**src/rtl/riscv_mc_controller.sv**
```systemverilog
// Multi-cycle RISC-V control FSM: sequences fetch, decode, execute, memory and
// write-back, with a memory wait timeout and a sticky trap state.
module riscv_mc_controller #(
    parameter int MEM_TIMEOUT = 16
) (
    input  logic       clk,
    input  logic       rstN,
    input  logic [6:0] opcode,
    input  logic       branch_taken,
    input  logic       mem_ready,
    output logic       mem_req,
    output logic       mem_we,
    output logic       mem_addr_sel,
    output logic       ir_write,
    output logic       pc_write,
    output logic       reg_write,
    output logic [1:0] alu_op,
    output logic [1:0] alu_src_a,
    output logic [1:0] alu_src_b,
    output logic [1:0] wb_sel,
    output logic       retire,
    output logic [1:0] fault,
    output logic [2:0] state
);

    typedef enum logic [2:0] {
        S_FETCH   = 3'd0,
        S_DECODE  = 3'd1,
        S_EXECUTE = 3'd2,
        S_MEM     = 3'd3,
        S_WB      = 3'd4,
        S_TRAP    = 3'd5
    } state_t;

    localparam logic [6:0] OP_R     = 7'b0110011;
    localparam logic [6:0] OP_I     = 7'b0010011;
    localparam logic [6:0] OP_L     = 7'b0000011;
    localparam logic [6:0] OP_S     = 7'b0100011;
    localparam logic [6:0] OP_B     = 7'b1100011;
    localparam logic [6:0] OP_LUI   = 7'b0110111;
    localparam logic [6:0] OP_AUIPC = 7'b0010111;
    localparam logic [6:0] OP_JAL   = 7'b1101111;
    localparam logic [6:0] OP_JALR  = 7'b1100111;

    localparam logic [1:0] ALU_ADD = 2'd0;
    localparam logic [1:0] ALU_R   = 2'd1;
    localparam logic [1:0] ALU_I   = 2'd2;

    localparam logic [1:0] SEL_ZERO  = 2'd0;
    localparam logic [1:0] SEL_ONE   = 2'd1;
    localparam logic [1:0] SEL_TWO   = 2'd2;
    localparam logic [1:0] SEL_THREE = 2'd3;

    localparam logic [1:0] FAULT_NONE    = 2'd0;
    localparam logic [1:0] FAULT_ILLEGAL = 2'd1;
    localparam logic [1:0] FAULT_TIMEOUT = 2'd2;

    localparam int CW = $clog2(MEM_TIMEOUT + 1);
    localparam logic [CW-1:0] CNT_MAX  = CW'(MEM_TIMEOUT);
    localparam logic [CW-1:0] CNT_LAST = CW'(MEM_TIMEOUT - 1);

    state_t        cur_state;
    state_t        nxt_state;
    logic [CW-1:0] wait_cnt;
    logic [1:0]    fault_q;
    logic [1:0]    fault_d;
    logic          timeout_hit;
    logic          op_legal;

    always_comb begin
        case (opcode)
            OP_R, OP_I, OP_L, OP_S, OP_B,
            OP_LUI, OP_AUIPC, OP_JAL, OP_JALR: op_legal = 1'b1;
            default:                           op_legal = 1'b0;
        endcase
    end

    // The last waiting cycle without mem_ready is the one that times out.
    assign timeout_hit = (wait_cnt >= CNT_LAST);

    always_ff @(posedge clk) begin
        if (!rstN) begin
            cur_state <= S_FETCH;
            fault_q   <= FAULT_NONE;
        end else begin
            cur_state <= nxt_state;
            fault_q   <= fault_d;
        end
    end

    // Cleared on every state change, so entry to FETCH/MEM starts from zero.
    always_ff @(posedge clk) begin
        if (!rstN) begin
            wait_cnt <= '0;
        end else if (nxt_state != cur_state) begin
            wait_cnt <= '0;
        end else if ((cur_state == S_FETCH || cur_state == S_MEM) && !mem_ready
                     && wait_cnt != CNT_MAX) begin
            wait_cnt <= wait_cnt + 1'b1;
        end
    end

    // Outputs are forced inactive whenever rstN is low, whatever the state.
    always_comb begin
        nxt_state    = cur_state;
        fault_d      = fault_q;
        mem_req      = 1'b0;
        mem_we       = 1'b0;
        mem_addr_sel = 1'b0;
        ir_write     = 1'b0;
        pc_write     = 1'b0;
        reg_write    = 1'b0;
        alu_op       = ALU_ADD;
        alu_src_a    = SEL_ZERO;
        alu_src_b    = SEL_ZERO;
        wb_sel       = SEL_ZERO;
        retire       = 1'b0;
        if (rstN) begin
            case (cur_state)
                S_FETCH: begin
                    mem_req      = 1'b1;
                    mem_addr_sel = 1'b1;
                    alu_src_a    = SEL_ONE;
                    alu_src_b    = SEL_TWO;
                    if (mem_ready) begin
                        ir_write  = 1'b1;
                        pc_write  = 1'b1;
                        nxt_state = S_DECODE;
                    end else if (timeout_hit) begin
                        nxt_state = S_TRAP;
                        fault_d   = FAULT_TIMEOUT;
                    end
                end
                S_DECODE: begin
                    if (op_legal) begin
                        nxt_state = S_EXECUTE;
                    end else begin
                        nxt_state = S_TRAP;
                        fault_d   = FAULT_ILLEGAL;
                    end
                end
                S_EXECUTE: begin
                    alu_src_b = SEL_ONE;
                    nxt_state = S_WB;
                    case (opcode)
                        OP_R: begin
                            alu_src_b = SEL_ZERO;
                            alu_op    = ALU_R;
                        end
                        OP_I:       alu_op    = ALU_I;
                        OP_L, OP_S: nxt_state = S_MEM;
                        OP_LUI:     alu_src_a = SEL_TWO;
                        OP_AUIPC:   alu_src_a = SEL_THREE;
                        OP_JAL: begin
                            alu_src_a = SEL_THREE;
                            pc_write  = 1'b1;
                        end
                        OP_JALR:    pc_write  = 1'b1;
                        OP_B: begin
                            alu_src_a = SEL_THREE;
                            pc_write  = branch_taken;
                            retire    = 1'b1;
                            nxt_state = S_FETCH;
                        end
                        default: begin
                            nxt_state = S_TRAP;
                            fault_d   = FAULT_ILLEGAL;
                        end
                    endcase
                end
                S_MEM: begin
                    mem_req = 1'b1;
                    mem_we  = (opcode == OP_S);
                    if (mem_ready) begin
                        if (opcode == OP_S) begin
                            retire    = 1'b1;
                            nxt_state = S_FETCH;
                        end else begin
                            nxt_state = S_WB;
                        end
                    end else if (timeout_hit) begin
                        nxt_state = S_TRAP;
                        fault_d   = FAULT_TIMEOUT;
                    end
                end
                S_WB: begin
                    reg_write = 1'b1;
                    retire    = 1'b1;
                    nxt_state = S_FETCH;
                    case (opcode)
                        OP_L:             wb_sel = SEL_ONE;
                        OP_JAL, OP_JALR:  wb_sel = SEL_TWO;
                        default:          wb_sel = SEL_ZERO;
                    endcase
                end
                S_TRAP:  nxt_state = S_TRAP;
                default: nxt_state = S_TRAP;
            endcase
        end
    end

    assign fault = rstN ? fault_q : FAULT_NONE;
    assign state = cur_state;

endmodule

```
**config.mk**
```make
export PLATFORM = sky130hd
export DESIGN_NAME = riscv_mc_controller
export DESIGN_NICKNAME = d
export VERILOG_FILES = /design/src/rtl/riscv_mc_controller.sv
export SDC_FILE = /design/constraint.sdc
export NUM_CORES = 1
export LEC_CHECK = 0
export ABC_AREA = 1
export BUFFER_PORTS_ARGS = -buffer_cell sky130_fd_sc_hd__buf_2
export CAP_MARGIN = 15
export CORE_MARGIN = 4
export CORE_UTILIZATION = 35
export DETAILED_ROUTE_END_ITERATION = 16
export PLACE_DENSITY = 0.59
export SETUP_SLACK_MARGIN = 0.4
export SYNTH_ARGS = -nofsm -noshare
export SYNTH_HDL_FRONTEND = slang
export SYNTH_SLANG_ARGS = --single-unit
```
**constraint.sdc**
```tcl
create_clock -name clk -period 2.27 [get_ports clk]
set_input_delay 0.227 -clock clk [delete_from_list [all_inputs] [get_ports clk]]
set_output_delay 0.227 -clock clk [all_outputs]
set_load 0.01 [all_outputs]
```
==> results of run 1 <==
[layout by cell type (no fill, tap or decap), drive strengths merged, types with 4 or more instances in the layout]
master  count
nor3        5
nand2      47
nor2       39
inv        39
dfxtp      10
a21oi       5
clkbuf      4
buf        36
nand3      15
o21ai       4
[cell type report]
cell class | instances | area share (%)
inverter | 39 | 10.5
timing repair buffer | 36 | 14.0
clock buffer | 4 | 2.60
multi-input combinational | 130 | 55.0
sequential | 10 | 15.1
tap | 31 | 2.78
[timing repair]
action | 4_1_cts | 5_1_grt
gates cloned | 0 | 0
resized for setup | 7 | 27
buffers inserted | 1 | 5
pin swaps | 1 | 10
endpoints found under the setup margin | 11 | 14
hold buffers | 0 | 0
[registers in the layout, indices dropped and copies added (netlist names)]
register,flops
fault_q,2
state,3
wait_cnt,5
[power groups by stage]
stage	logic, mW	clock network (mW)	registers, mW
floorplan	0.190	0	0.230
CTS	0.278	0.165	0.228
detailed placement	0.274	0	0.232
global route	0.351	0.176	0.232
finish	0.306	0.158	0.230
global placement	0.276	0	0.232
[how the worst min path moves through the flow]
| stage | cells after the start | slack, ps | from | endpoint |
|---|---|---|---|---|
| after floorplan | 2 | 420 | fault_q[0] | fault_q[0] |
| after global placement | 2 | 440 | fault_q[0] | fault_q[0] |
| after detailed placement | 2 | 440 | fault_q[0] | fault_q[0] |
| after CTS | 3 | 260 | rstN | state[2] |
| after global routing | 3 | 320 | rstN | state[2] |
| final | 3 | 290 | rstN | state[2] |
[routing by layer]
metal  vias to the layer above  GRT usage (%)
li1                        633              -
met1                       505           19.9
met2                        38           17.1
met3                         6           3.78
met4                         0           4.88
met5                         -              0
[kinds of logic (layout without fill, tap and decap cells)]
group                    after synthesis  after routing  share of synthesized area, %
multiplexers                           1              1                          1.09
flip-flops                            10             10                          19.5
AND/OR/NAND/NOR                      110            110                          49.9
XOR/XNOR                               3              3                          2.56
AO/OA/AOI/OAI                         13             13                          8.03
buffers and inverters                 40             79                          15.3
adder cells (fa/ha/maj)                3              3                          3.65
[through the flow]
step	utilization (%)	hold WS [ps]	std cells	setup slack (ps)
CTS	45.4	262	245	369
finish	50.2	292	250	464
floorplan	-	423	180	597
global route	50.2	318	250	309
detailed placement	43.4	443	240	410
global placement	43.4	444	240	430
[worst min-delay path: stages]
cell     delay [ps]
buf_2           180
nand2_1          90
inv_1            30
==> out/metrics.yaml, run 1 <==
global_route:
  antenna_found_initial: 0
  globalRouteOverflowTotal: 0
  grt_max_degree: 13
  track_usage_pct: 13.2
  grt_pass1_wl_mm: 4.31
  first_global_vias: 991
cts:
  cts_tree: "built"
  clk_latency_ps: 270
  htree_levels: 1
  clk_path_buf_depth: 2
  clock-root-buffer: "clkbuf_4"
  clkTransAtPathRegs_ps: 70
  numCtsBuffers: 3
  cts.sinks: 10
route:
  wl_mm: 2.75
  vias_per_cell: 4.73
  drt-initial-drc-count: 49
  met3_length_microns: 199
  wl_met2_mm: 1.18
  wire_per_inst_microns: 11.0
  wl_met1_mm: 1.34
  vias: 1182
  final_antenna_net_count: 0
  highest_layer: "met4"
  remaining_drc_errors: 0
  dr.pass1.iters: 4
layout:
  syn_to_final_growth_pct: 35.8
  nets: 234
  antenna_cells: 0
  multi_input_area_sq_um: 768
  final_layout_size_suffix_gt1_share_pct: 39.3
  fillCellCount: 308
  design_area_sq_mm: 0.00140
  seq_area_sq_um: 211
logic_synthesis:
  synth-edff-count: 0
  synth_ff_type: "dfxtp_1"
  synthCells: 180
  syn_area_sq_mm: 0.00103
  ys_ff_latch: 10
  avgSynthCellArea_sq_um: 5.71
  ys_warn_count: 0
  ys_seq_area_share_pct: 19.5
  synthesis.nets: 194
  synth_top_cell_by_area: "dfxtp_1"
  yosys.cell_types.count: 26
  synth_common_cells: "39 x nand2_1, 36 x inv_1, 34 x nor2_1"
  synth_area_leaders: "dfxtp_1 19%, nand2_1 14%, inv_1 13%"
  async_flop_share_pct: 0
  synth_top_area_share_pct: 19.5
  yosysMostFrequentCell: "nand2_1"
power_and_ir_drop:
  pwr-share-comb_pct: 44.1
  swShare_pct: 40.3
  finalPower_uw: 694
  power.switching_uw: 279
  powerDensity_mw_per_mm2: 497
  power_leakage_nw: 0.763
  p_int_uw: 414
  p_seq_share_pct: 33.1
  irDropWorstVdd_v: 0.000498
  pwr-share-clk_pct: 22.8
timing:
  max_slew.worst_pin.slew_ps: 289
  fin_tns_setup_ps: 0
  hold_violations: 0
  fin_crit_sh_pct: 79.6
  finalCriticalPeriod_ps: 1810
  grt_setup_unrepaired: "yes"
  fmax_mhz: 554
  final-setup-viol-count: 0
  relSlewSlack_pct: 80.7
  drv_slew: 0
  clock_skew_ps: 4.58
place:
  gp_congestion: 0.842
  placed_cell_area_sq_mm: 0.00121
  port_buffers: 30
  hpwl_mm: 2.10
setup_path:
  cp_num_cells: 8
  end_kind: "primary output"
  path_class: "flop to primary output"
  slowest_stage: "dfxtp_4"
  critPathLaunchType: "flop"
  rrSetupSlack_ps: 480
  crit_chain: "nor3_4, inv_1, nor2_2, inv_2, o31ai_4, inv_1, o21ai_1, buf_2"
  critPathRequiredTime_ps: 2040
  timing.rr.start: "wait_cnt[0]"
  cp_top_family: "flip-flops"
  endpoint: "alu_src_a[1]"
  critical_path_arrival_ps: 1580
  reg2reg_depth: 12
  path_max_fanout: 5
  crit_buf_inv: 4
  r2r-end: "wait_cnt[4]"
  crit_path_frequent_cell: "inv_1"
  cp-startpoint: "state[2]"
  cp_slowest_stage_delay_ps: 370
floorplan:
  io_pins: 31
  initial_utilization_pct: 37.0
  die_area_sq_mm: 0.00387
  die-height_microns: 62.2
  row_count: 19
  die_x_microns: 62.2
  fp.coreArea_sq_mm: 0.00278
hold_path:
  holdCritPathClass: "input port to flop"
flow_run:
  timing.max_cap.violations: 0
run_status:
  outcome: "complete, no violations"
Note: power is estimated with default switching activity, not from simulation.
==> inputs of run 2 (changes only) <==
--- a/config.mk
+++ b/config.mk
@@ -11,7 +11,7 @@
 export CORE_MARGIN = 4
 export CORE_UTILIZATION = 35
 export DETAILED_ROUTE_END_ITERATION = 16
-export PLACE_DENSITY = 0.59
+export PLACE_DENSITY = 0.61
 export SETUP_SLACK_MARGIN = 0.4
 export SYNTH_ARGS = -nofsm -noshare
 export SYNTH_HDL_FRONTEND = slang
==> constraint.sdc (replaced) <==
create_clock -name clk -period 1.6 [get_ports clk]
set_input_delay 0.16 -clock clk [delete_from_list [all_inputs] [get_ports clk]]
set_output_delay 0.16 -clock clk [all_outputs]
set_load 0.01 [all_outputs]
==> out/metrics.yaml, run 2 (synthesis gave the netlist of run 1 again) <==
route:
  wire_per_inst_microns: 11.0
  drt-initial-drc-count: 17
  final_antenna_net_count: 0
  vias: 1294
  remaining_drc_errors: 0
  dr.pass1.iters: 4
  wl_mm: 3.03
  vias_per_cell: 4.71
floorplan:
  initial_utilization_pct: 37.0
  die_area_sq_mm: 0.00387
  die_x_microns: 62.2
  die-height_microns: 62.2
  row_count: 19
  io_pins: 31
  fp.coreArea_sq_mm: 0.00278
place:
  pre_cts_slack_ps: -163
  port_buffers: 30
  hpwl_mm: 2.29
  gp_congestion: 0.838
  placed_cell_area_sq_mm: 0.00142
timing:
  grt_setup_unrepaired: "yes"
  hold_violations: 0
  clock_skew_ps: 6.32
  finalCriticalPeriod_ps: 1760
  max_slew.worst_pin.slew_ps: 321
  drv_slew: 0
  fmax_mhz: 567
  fin_crit_sh_pct: 110
  final-setup-viol-count: 18
  fin_ws_ps: -164
  relSlewSlack_pct: 78.4
  timing.hold.ws_ps: 317
layout:
  largest_reg_flops: 5
  syn_to_final_growth_pct: 69.7
  antenna_cells: 0
  design_area_sq_mm: 0.00175
  nets: 259
  most-common-layout-cells: "31 x nand2_1, 26 x inv_1, 25 x buf_2, 23 x nor2_1, 23 x buf_4"
  final_common_cell: "nand2_1"
  final_core_util_pct: 62.8
  top_register: "wait_cnt"
  final_layout_size_suffix_gt1_share_pct: 56.6
hold_path:
  holdCritPathClass: "input port to flop"
setup_path:
  r2r-end: "wait_cnt[3]"
  critPathLaunchType: "flop"
  reg2reg_depth: 12
  path_max_fanout: 4
  critical_path_arrival_ps: 1600
  rrSetupSlack_ps: -120
  timing.rr.start: "wait_cnt[0]"
  cp-startpoint: "state[1]"
  path_class: "flop to primary output"
  critPathRequiredTime_ps: 1440
  endpoint: "wb_sel[0]"
  end_kind: "primary output"
global_route:
  grt_pass1_wl_mm: 4.85
  met2_usage_pct: 23.2
  first_global_vias: 1138
  globalRouteOverflowTotal: 0
  track_usage_pct: 14.7
  busiest_layer: "met2"
  met3_usage_pct: 4.50
  antenna_found_initial: 0
  grt_max_degree: 12
  use_met1_pct: 20.2
run_status:
  violations: "negative setup slack"
  outcome: "finished with violations"
cts:
  clk_path_buf_depth: 2
  clk_latency_ps: 270
  numCtsBuffers: 3
  cts.sinks: 10
  cts_tree: "built"
  clkTransAtPathRegs_ps: 60
  htree_levels: 1
  clock-root-buffer: "clkbuf_4"
power_and_ir_drop:
  power_leakage_nw: 0.920
  irDropWorstVdd_v: 0.000982
  finalPower_mw: 1.24
  powerDensity_mw_per_mm2: 713
flow_run:
  timing.max_cap.violations: 0
==> run 2: cell types whose count changed in the layout (fill, tap and decap cells not counted), moves of 3 or more <==
cell and change:
nand3_2 +3, o21ai_2 +3, buf_4 +17, inv_1 -7
nand2_2 +3, nor2_4 +4, inv_4 +3, nand2_1 -5
buf_6 +13, buf_2 -5, nor2_1 -5, inv_2 +4
==> run 2: report_power, final <==
| group | internal [mW] | switching, mW | total (mW) |
|---|---|---|---|
| registers | 0.291 | 0.0314 | 0.322 |
| clock network | 0.138 | 0.0848 | 0.223 |
| logic | 0.325 | 0.374 | 0.699 |
| total | 0.755 | 0.490 | 1.24 |
==> run 2: how the worst min path moves through the flow <==
| stage | startpoint | cells after the start | end |
|---|---|---|---|
| 2_1_floorplan | opcode[5] | 1 | wb_sel[0] |
| 3_3_place_gp | fault_q[0] | 2 | fault_q[0] |
| 3_5_place_dp | fault_q[0] | 2 | fault_q[0] |
| 4_1_cts | rstN | 4 | state[2] |
| 5_1_grt | rstN | 4 | state[2] |
| 6_report | rstN | 4 | state[2] |
==> run 2: cell type report <==
cell class              instances  area [sq um]
repair buffers                 61           444
inverters                      39           154
clock buffers                   4          36.3
fillers                       255          1040
well taps                      31          38.8
multi-input cells             130           858
flip-flops and latches         10           214
==> run 2: routing by layer <==
metal  wire length [microns]  share of wire [%]
met5                       0                  0
met4                       0                  0
met3                     171                5.6
met2                    1490                 49
met1                    1380                 45
==> run 2: worst max-delay path: stages (launching register included) <==
cell and delay [ps]:
dfxtp_4 360, buf_6 120, nor2_4 120, inv_2 50
nor2_1 90, inv_1 70, nor2_4 180, inv_2 80
nor3_4 140, buf_2 150
==> run 2: timing repair <==
action / 4_1_cts / 5_1_grt
resized for setup: 25 / 28
endpoints found under the setup margin: 25 / 25
pin swaps: 17 / 16
hold buffers: 0 / 0
setup buffers: 6 / 8
==> run 2: through the flow <==
step / setup TNS [ps] / std cells
floorplan: -12.4 / 180
global placement: -765 / 257
detailed placement: -828 / 257
CTS: -1910 / 267
global route: -4060 / 275
finish: -1780 / 275
